[config.mk]
export PLATFORM = sky130hd
export DESIGN_NAME = bsg_nasti_client_req_rr
export DESIGN_NICKNAME = d
export VERILOG_FILES = /design/src/rtl/bsg_nasti_client_req_rr.sv
export SDC_FILE = /design/constraint.sdc
export NUM_CORES = 1
export LEC_CHECK = 0
export ABC_AREA = 1
export CORE_UTILIZATION = 44
export DETAILED_ROUTE_END_ITERATION = 8
export PLACE_DENSITY = 0.82
export SLEW_MARGIN = 20
export SYNTH_ARGS = -nofsm -noshare
export SYNTH_HDL_FRONTEND = slang
export SYNTH_SLANG_ARGS = --single-unit
[constraint.sdc]
create_clock -name clk_i -period 5.1 [get_ports clk_i]
set_clock_uncertainty 0.2 [all_clocks]
set_input_delay 0.765 -clock clk_i [delete_from_list [all_inputs] [get_ports clk_i]]
set_output_delay 0.765 -clock clk_i [all_outputs]
set_load 0.05 [all_outputs]
[src/rtl/bsg_nasti_client_req_rr.sv]
// NASTI client request serializer: round-robin AR/AW arbitration, W burst
// packing and a non-blocking B-response queue of completed write burst ids.
module bsg_nasti_client_req_rr #(
    parameter int unsigned addr_width_p = 32,
    parameter int unsigned id_width_p   = 5,
    parameter int unsigned data_width_p = 64,
    parameter int unsigned req_width_p  = 2 + (((addr_width_p + id_width_p) > (data_width_p + 1))
                                               ? (addr_width_p + id_width_p) : (data_width_p + 1)),
    parameter int unsigned b_els_p      = 4
) (
    input  logic                    clk_i,
    input  logic                    reset_n_i,

    input  logic                    nasti_ar_valid_i,
    input  logic [addr_width_p-1:0] nasti_ar_addr_i,
    input  logic [id_width_p-1:0]   nasti_ar_id_i,
    output logic                    nasti_ar_ready_o,

    input  logic                    nasti_aw_valid_i,
    input  logic [addr_width_p-1:0] nasti_aw_addr_i,
    input  logic [id_width_p-1:0]   nasti_aw_id_i,
    output logic                    nasti_aw_ready_o,

    input  logic                    nasti_w_valid_i,
    input  logic [data_width_p-1:0] nasti_w_data_i,
    input  logic                    nasti_w_last_i,
    output logic                    nasti_w_ready_o,

    output logic                    nasti_b_valid_o,
    output logic [id_width_p-1:0]   nasti_b_id_o,
    output logic [1:0]              nasti_b_resp_o,
    input  logic                    nasti_b_ready_i,

    output logic                    req_valid_o,
    output logic [req_width_p-1:0]  req_data_o,
    input  logic                    req_yumi_i
);

    localparam int unsigned addr_pay_w_lp = addr_width_p + id_width_p;
    localparam int unsigned data_pay_w_lp = data_width_p + 1;
    localparam int unsigned min_req_w_lp  = 2 + ((addr_pay_w_lp > data_pay_w_lp) ? addr_pay_w_lp : data_pay_w_lp);
    localparam int unsigned pay_w_lp      = req_width_p - 2;
    localparam int unsigned cnt_w_lp      = $clog2(b_els_p + 1);
    localparam int unsigned ptr_w_lp      = (b_els_p > 1) ? $clog2(b_els_p) : 1;

    // Elaboration-time parameter legality
    if (req_width_p < min_req_w_lp) begin : g_bad_req_width
        $error("req_width_p too small for address or data payload");
    end
    if (b_els_p < 1) begin : g_bad_b_els
        $error("b_els_p must be at least 1");
    end

    typedef enum logic [2:0] {
        IDLE  = 3'd0,
        RADDR = 3'd1,
        WADDR = 3'd2,
        WWAIT = 3'd3,
        WDATA = 3'd4,
        WLAST = 3'd5
    } state_e;

    localparam logic RR_READ  = 1'b0;
    localparam logic RR_WRITE = 1'b1;

    state_e                   r_state;
    state_e                   w_state_nxt;
    logic                     r_rr_last;
    logic                     r_req_valid;
    logic                     r_w_ready;
    logic                     r_b_valid;
    logic [req_width_p-1:0]   r_req_data;
    logic [id_width_p-1:0]    r_burst_id;

    logic [id_width_p-1:0]    r_b_mem [b_els_p];
    logic [ptr_w_lp-1:0]      r_b_wr_ptr;
    logic [ptr_w_lp-1:0]      r_b_rd_ptr;
    logic [cnt_w_lp-1:0]      r_b_cnt;
    logic [cnt_w_lp-1:0]      w_b_cnt_nxt;

    logic                     w_rd_elig;
    logic                     w_wr_elig;
    logic                     w_grant_rd;
    logic                     w_grant_wr;
    logic                     w_cap_en;
    logic [req_width_p-1:0]   w_cap_pkt;
    logic                     w_push;
    logic                     w_pop;
    logic [req_width_p-1:0]   w_ar_pkt;
    logic [req_width_p-1:0]   w_aw_pkt;
    logic [req_width_p-1:0]   w_w_pkt;

    assign w_ar_pkt = {2'b00, pay_w_lp'({nasti_ar_id_i, nasti_ar_addr_i})};
    assign w_aw_pkt = {2'b01, pay_w_lp'({nasti_aw_id_i, nasti_aw_addr_i})};
    assign w_w_pkt  = {1'b1, nasti_w_last_i, pay_w_lp'({nasti_w_last_i, nasti_w_data_i})};

    // A write may only start if its eventual B entry is guaranteed a slot
    assign w_rd_elig = nasti_ar_valid_i;
    assign w_wr_elig = nasti_aw_valid_i && (r_b_cnt < cnt_w_lp'(b_els_p));
    assign w_pop     = r_b_valid && nasti_b_ready_i;

    function automatic logic [ptr_w_lp-1:0] ptr_inc(input logic [ptr_w_lp-1:0] p);
        return (p == ptr_w_lp'(b_els_p - 1)) ? '0 : p + ptr_w_lp'(1);
    endfunction

    // Next-state, grant and capture selection
    always_comb begin
        w_state_nxt = r_state;
        w_grant_rd  = 1'b0;
        w_grant_wr  = 1'b0;
        w_cap_en    = 1'b0;
        w_cap_pkt   = w_ar_pkt;
        w_push      = 1'b0;
        case (r_state)
            IDLE: begin
                if (w_wr_elig && (!w_rd_elig || (r_rr_last == RR_READ))) begin
                    w_grant_wr  = 1'b1;
                    w_cap_en    = 1'b1;
                    w_cap_pkt   = w_aw_pkt;
                    w_state_nxt = WADDR;
                end else if (w_rd_elig) begin
                    w_grant_rd  = 1'b1;
                    w_cap_en    = 1'b1;
                    w_cap_pkt   = w_ar_pkt;
                    w_state_nxt = RADDR;
                end
            end
            RADDR: if (req_yumi_i) w_state_nxt = IDLE;
            WADDR: if (req_yumi_i) w_state_nxt = WWAIT;
            WWAIT: begin
                if (nasti_w_valid_i) begin
                    w_cap_en    = 1'b1;
                    w_cap_pkt   = w_w_pkt;
                    w_state_nxt = nasti_w_last_i ? WLAST : WDATA;
                end
            end
            WDATA: if (req_yumi_i) w_state_nxt = WWAIT;
            WLAST: begin
                if (req_yumi_i) begin
                    w_push      = 1'b1;
                    w_state_nxt = IDLE;
                end
            end
            default: w_state_nxt = IDLE;
        endcase
    end

    // B occupancy next value
    always_comb begin
        w_b_cnt_nxt = r_b_cnt;
        case ({w_push, w_pop})
            2'b10:   w_b_cnt_nxt = r_b_cnt + cnt_w_lp'(1);
            2'b01:   w_b_cnt_nxt = r_b_cnt - cnt_w_lp'(1);
            default: w_b_cnt_nxt = r_b_cnt;
        endcase
    end

    // Control state and registered status outputs
    always_ff @(posedge clk_i or negedge reset_n_i) begin
        if (!reset_n_i) begin
            r_state     <= IDLE;
            r_rr_last   <= RR_READ;
            r_req_valid <= 1'b0;
            r_w_ready   <= 1'b0;
            r_b_valid   <= 1'b0;
            r_b_cnt     <= '0;
            r_b_wr_ptr  <= '0;
            r_b_rd_ptr  <= '0;
        end else begin
            r_state     <= w_state_nxt;
            r_req_valid <= (w_state_nxt == RADDR) || (w_state_nxt == WADDR) ||
                           (w_state_nxt == WDATA) || (w_state_nxt == WLAST);
            r_w_ready   <= (w_state_nxt == WWAIT);
            r_b_valid   <= (w_b_cnt_nxt != '0);
            r_b_cnt     <= w_b_cnt_nxt;
            if (w_grant_wr)
                r_rr_last <= RR_WRITE;
            else if (w_grant_rd)
                r_rr_last <= RR_READ;
            if (w_push)
                r_b_wr_ptr <= ptr_inc(r_b_wr_ptr);
            if (w_pop)
                r_b_rd_ptr <= ptr_inc(r_b_rd_ptr);
        end
    end

    // Datapath registers; control state qualifies their contents
    always_ff @(posedge clk_i) begin
        if (w_cap_en)
            r_req_data <= w_cap_pkt;
        if (w_grant_wr)
            r_burst_id <= nasti_aw_id_i;
        if (w_push)
            r_b_mem[r_b_wr_ptr] <= r_burst_id;
    end

    assign nasti_ar_ready_o = w_grant_rd;
    assign nasti_aw_ready_o = w_grant_wr;
    assign nasti_w_ready_o  = r_w_ready;
    assign nasti_b_valid_o  = r_b_valid;
    assign nasti_b_id_o     = r_b_mem[r_b_rd_ptr];
    assign nasti_b_resp_o   = 2'b00;
    assign req_valid_o      = r_req_valid;
    assign req_data_o       = r_req_data;

endmodule

==> flow_summary.toml, run 1 <==
[clock_network]
cts-htree-levels = 3
cts_hold_buf = 0
root_buffer = "clkbuf_8"
cts_tree = "done"
cts_setup_buffers = 0
cts_made_buffers = 9
cts_resized = 0
clkTransAtPathRegs_ns = 0.10
clockBufferDepth = 2
clkSinkCount = 106
clk_latency_ns = 0.36

[global_routing]
track_usage_pct = 21.6
grt_max_degree = 68
grt-ovfl-total = 0
grt_pass1_vias = 3843
antenna_found_initial = 0
grt_pass1_wl_microns = 18300

[critical_path]
cp-start-kind = "input pin"
crit_required_ns = 4.14
r2r_cells = 5
cp_slowest_cell = "clkdlybuf4s50_1"
critical_path.max_fanout = 2
critPathCaptureType = "primary output"
slowest_delay_ns = 0.82
cp-startpoint = "nasti_ar_valid_i"
cp_cell_sequence = "clkdlybuf4s50_1 > nand2_1 > inv_1 > nor2_1 > nor2_1 > clkdlybuf4s50_1"
path_class = "in2out"
crit_path_end = "nasti_ar_ready_o"
rrSetupSlack_ns = 2.38
cp_data_arrival_time_ns = 2.46
rr_startpoint = "r_state[0]"
r2r_end = "req_data_o[26]"

[placement]
numPortBuffers = 222
routabilityCongestion = 0.842
pre_cts_slack_ns = 1.48
postPlaceCellArea_sq_um = 7010
hpwlAfterDp_microns = 9140

[drt]
routed_wl_microns = 12200
post-route-drc-count = 0
drtIter0Drc = 208
postRouteAntennaNets = 0
vias = 3841
via_per_inst = 5.01
wire_per_inst_microns = 16.0
first_pass_iters = 4

[pwr]
p_clk_share_pct = 13.3
max-vdd-ir-drop_v = 0.000281
intPower_mw = 2.26
power_density_nw_per_um2 = 577
pwr-share-comb_pct = 51.8
pwr-share-seq_pct = 34.9
netSwitchingPower_mw = 1.91
leakage_nw = 2.79
switching_share_pct = 45.8

[layout]
num_antenna_cells = 0
final_common_cell = "clkdlybuf4s50_1"
design_area_sq_um = 7230
drive_gt1_share_pct = 7.46
final_cell_mix = "222 x clkdlybuf4s50_1, 121 x nand2_1, 92 x edfxtp_1"
nNetsFinal = 778
fill_cells = 757
syn2layout_area_growth_pct = 52.3

[flow_run]
drv_cap = 0

[floorplan]
die_area_sq_um = 11200
rows = 37
die_h_microns = 106
initial_utilization_pct = 45.8
die_w_microns = 106
pin_count = 225
core_area_sq_um = 10400

[sta]
holdWs_ns = 0.302
maxSlewViolCount = 0
max-slew-margin-rel_pct = 39.9
worst_slew_pin_slew_ns = 0.901
setup_slack_ns = 1.68
max_freq_ghz = 0.292
tns_ns = 0
period_share_pct = 67.1
min_period_ns = 3.42
final-hold-violation-count = 0
rsz0062_at_grt = "false"
finalSetupViolations = 0

[status]
status = "finished, final reports clean"

[logic_synthesis]
synth_seq_area_share_pct = 65.6
syn_area_sq_um = 4750
syn-instance-count = 411
syn_area_per_cell_sq_um = 11.5
synth_seq_cells = 106
yosysWarnings = 0
yosys.cell_types.count = 27

[min_path]
hold_class = "reg2reg"
-- final cells by class --
type	count	area [sq um]	share of cell area (%)
tap	136	170	2.35
multi-input combinational	259	1390	19.3
sequential	106	3110	43.1
timing repair buffer	224	2240	31.0
clock buffer	11	153	2.11
clock inverter	5	67.6	0.935
inverter	25	93.8	1.30
-- state kept, by name (all words and copies together), names as in the netlist --
signal           flops
req_data_o          67
r_burst_id           5
r_b_cnt              3
r_b_mem             20
nasti_b_valid_o      1
req_valid_o          1
nasti_w_ready_o      1
r_state              3
r_b_rd_ptr           2
r_b_wr_ptr           2
r_rr_last            1
-- layer usage --
layer  up-vias  track usage (%)  wire (microns)
li1       1838                -               -
met1      1798             23.0            4540
met2       177             40.5            6620
met3        28             4.39             711
met4         0             10.1             363
met5         -                0               0
-- critical path, delay by kind of cell --
| family | cells | cell delay [ns] |
|---|---|---|
| buffers and inverters | 3 | 1.41 |
| AND/OR/NAND/NOR | 3 | 0.28 |
-- power by group through the flow --
stage	registers, mW	logic [mW]	clock network (mW)
floorplan	2.25	0.654	0
global placement	1.47	2.13	0
detailed placement	1.48	2.17	0
CTS	1.46	2.18	0.566
global route	1.48	2.27	0.600
finish	1.45	2.16	0.557
-- cell families (layout without fill, tap and decap cells) --
family	count (synthesis)	count (layout)	synth area share (%)
compound gates	63	63	10.8
xor+xnor	2	2	0.369
fa+ha+maj	7	7	2.00
buf+inv	47	265	5.43
flops	106	106	65.6
other cells	1	2	0.0790
simple gates	185	185	15.7
-- cell usage after synthesis, drive strengths merged --
master | number | area (sq um)
or2 | 1 | 6.26
inv | 25 | 93.8
nand2 | 122 | 458
nor3 | 1 | 10.0
clkbuf | 6 | 22.5
edfxtp | 92 | 2760
dfrtp | 14 | 350
nand3 | 8 | 50.1
fa | 1 | 20.0
ha | 6 | 75.1
nand4 | 3 | 25.0
o21ai | 18 | 90.1
xor2 | 1 | 8.76
o22ai | 5 | 31.3
conb | 1 | 3.75
a21oi | 3 | 15.0
buf | 16 | 141
xnor2 | 1 | 8.76
a22oi | 37 | 378
nor2 | 50 | 195
-- metrics by stage --
| step | utilization (%) | cells | total power [mW] |
|---|---|---|---|
| 2_1_floorplan | - | 412 | 2.91 |
| 5_1_grt | 69.7 | 766 | 4.35 |
| 6_report | 69.7 | 766 | 4.17 |
| 4_1_cts | 69.7 | 766 | 4.20 |
| 3_5_place_dp | 67.6 | 750 | 3.65 |
| 3_3_place_gp | 67.6 | 750 | 3.60 |
-- worst min path at each step --
stage | from | end | slack [ns] | depth (start not counted)
after floorplan | r_rr_last | r_rr_last | 0.25 | 2
after global placement | r_burst_id[3] | r_b_mem[0][3] | 0.27 | 0
after detailed placement | r_rr_last | r_rr_last | 0.28 | 2
after CTS | r_rr_last | r_rr_last | 0.30 | 2
after global routing | r_rr_last | r_rr_last | 0.33 | 2
final | r_burst_id[3] | r_b_mem[1][3] | 0.30 | 0
Note: power is estimated with default switching activity, not from simulation.
==> run 2, diff against run 1 <==
- CORE_UTILIZATION: 44 -> 41
- PLACE_DENSITY: 0.82 -> 0.77
- clock period: 5.1 -> 3.32 ns (I/O delays scaled with it)
==> flow_summary.toml, run 2 (synthesis gave the netlist of run 1 again) <==
[status]
status = "finished, final reports clean"

[drt]
postRouteAntennaNets = 0
post-route-drc-count = 0
routed_wl_microns = 13100
wire_per_inst_microns = 16.9
first_pass_iters = 4
drtIter0Drc = 124
via_per_inst = 4.93
vias = 3823

[layout]
nNetsFinal = 783
largest_register_ff_count = 67
syn2layout_area_growth_pct = 54.7
post-route-util_pct = 66.3
final_cell_mix = "221 x clkdlybuf4s50_1, 121 x nand2_1, 92 x edfxtp_1"
drive_gt1_share_pct = 7.87
final_common_cell = "clkdlybuf4s50_1"
num_antenna_cells = 0
fin_cells = 775

[sta]
tns_ns = 0
period_share_pct = 88.0
min_period_ns = 2.92
maxSlewViolCount = 0
finalSetupViolations = 0
final-hold-violation-count = 0
rsz0062_at_grt = "false"
max-slew-margin-rel_pct = 57.2
worst_slew_pin_slew_ns = 0.640
max_freq_ghz = 0.342

[critical_path]
rr_startpoint = "r_state[1]"
r2r_cells = 10
slowest_delay_ns = 0.83
crit_path_end = "nasti_b_id_o[3]"
cp_data_arrival_time_ns = 2.22
path_class = "reg2out"
rrSetupSlack_ns = 0.96
cp_cell_sequence = "inv_1 > o21ai_0 > o22ai_1 > clkdlybuf4s50_1"
cp-startpoint = "r_b_rd_ptr[0]"
critical_path.max_fanout = 13
critPathCaptureType = "primary output"
r2r_end = "nasti_b_valid_o"
cp_slowest_cell = "clkdlybuf4s50_1"
cp-start-kind = "flip-flop"
crit_required_ns = 2.62

[pwr]
max-vdd-ir-drop_v = 0.000498
power_density_nw_per_um2 = 897
intPower_mw = 3.64
p_clk_share_pct = 14.7
pwr-share-comb_pct = 51.5
power_mw = 6.59
pwr-share-seq_pct = 33.8
leakage_nw = 2.85
netSwitchingPower_mw = 2.95
switching_share_pct = 44.8

[clock_network]
cts_made_buffers = 9
cts_tree = "done"
root_buffer = "clkbuf_16"
cts_resized = 0
cts_setup_buffers = 0
clockBufferDepth = 2
cts-htree-levels = 3
clk_latency_ns = 0.33
clkSinkCount = 106
clkTransAtPathRegs_ns = 0.06
cts_hold_buf = 0

[min_path]
min_from = "r_rr_last"
hold_class = "reg2reg"
hold_path_depth = 2

[floorplan]
initial_utilization_pct = 42.8
pin_count = 225
die_area_sq_um = 12000
die_w_microns = 110
core_area_sq_um = 11100
rows = 38
die_h_microns = 110

[placement]
routabilityCongestion = 0.841
hpwlAfterDp_microns = 10000
numPortBuffers = 222
placed_cells = 759

[global_routing]
grt_pass1_wl_microns = 19200
grt-ovfl-total = 0
grt_pass1_vias = 3908
track_usage_pct = 21.8
grt_max_degree = 68
antenna_found_initial = 0

[flow_run]
drv_cap = 0
run 2: changes by cell type in the layout (fill, tap and decap cells not counted), sizes merged:
cell           change
clkbuf             +3
bufinv             -1
buf                +6
clkdlybuf4s50      -1
inv                -2
run 2: worst min-delay path by stage:
stage | slack, ns | to
after floorplan | 0.002 | nasti_b_valid_o
after global placement | 0.27 | r_b_mem[0][0]
after detailed placement | 0.27 | r_rr_last
after CTS | 0.29 | r_rr_last
after global routing | 0.31 | r_rr_last
final | 0.29 | r_rr_last
run 2: through the flow:
step / cell area [sq um] / setup slack [ns] / hold slack, ns
2_1_floorplan: 4750 / 0.0610 / 0.00241
3_3_place_gp: 7070 / 0.447 / 0.266
3_5_place_dp: 7070 / 0.438 / 0.272
4_1_cts: 7340 / 0.372 / 0.288
5_1_grt: 7340 / 0.235 / 0.312
6_report: 7340 / 0.399 / 0.289
run 2: critical path, delay by kind of cell, from the launching register on:
family,cells,cell delay (ns)
AO/OA/AOI/OAI,2,0.27
flip-flops,1,0.51
buffers and inverters,2,1.12
run 2: final cells by class:
type                            count  area (sq um)
Timing Repair Buffer              229          2300
Inverter                           25          93.8
Fill cell                         883          3740
Multi-Input combinational cell    259          1390
Tap cell                          140           175
Sequential cell                   106          3110
Clock inverter                      2          13.8
Clock buffer                       14           254
run 2: power by group through the flow:
stage / logic [mW] / registers, mW / clock network (mW)
after detailed placement: 3.42 / 2.25 / 0
after global routing: 3.57 / 2.27 / 1.03
after floorplan: 1.01 / 3.46 / 0
final: 3.39 / 2.22 / 0.967
after CTS: 3.43 / 2.23 / 0.981
after global placement: 3.36 / 2.23 / 0
run 2: metal layers:
layer	GRT usage, %	vias to the layer above	part of all wire (%)
met5	0	-	0
met4	9.33	0	2.4
met3	4.98	21	6.8
met2	41.2	158	54
met1	23.2	1794	36
li1	-	1850	-
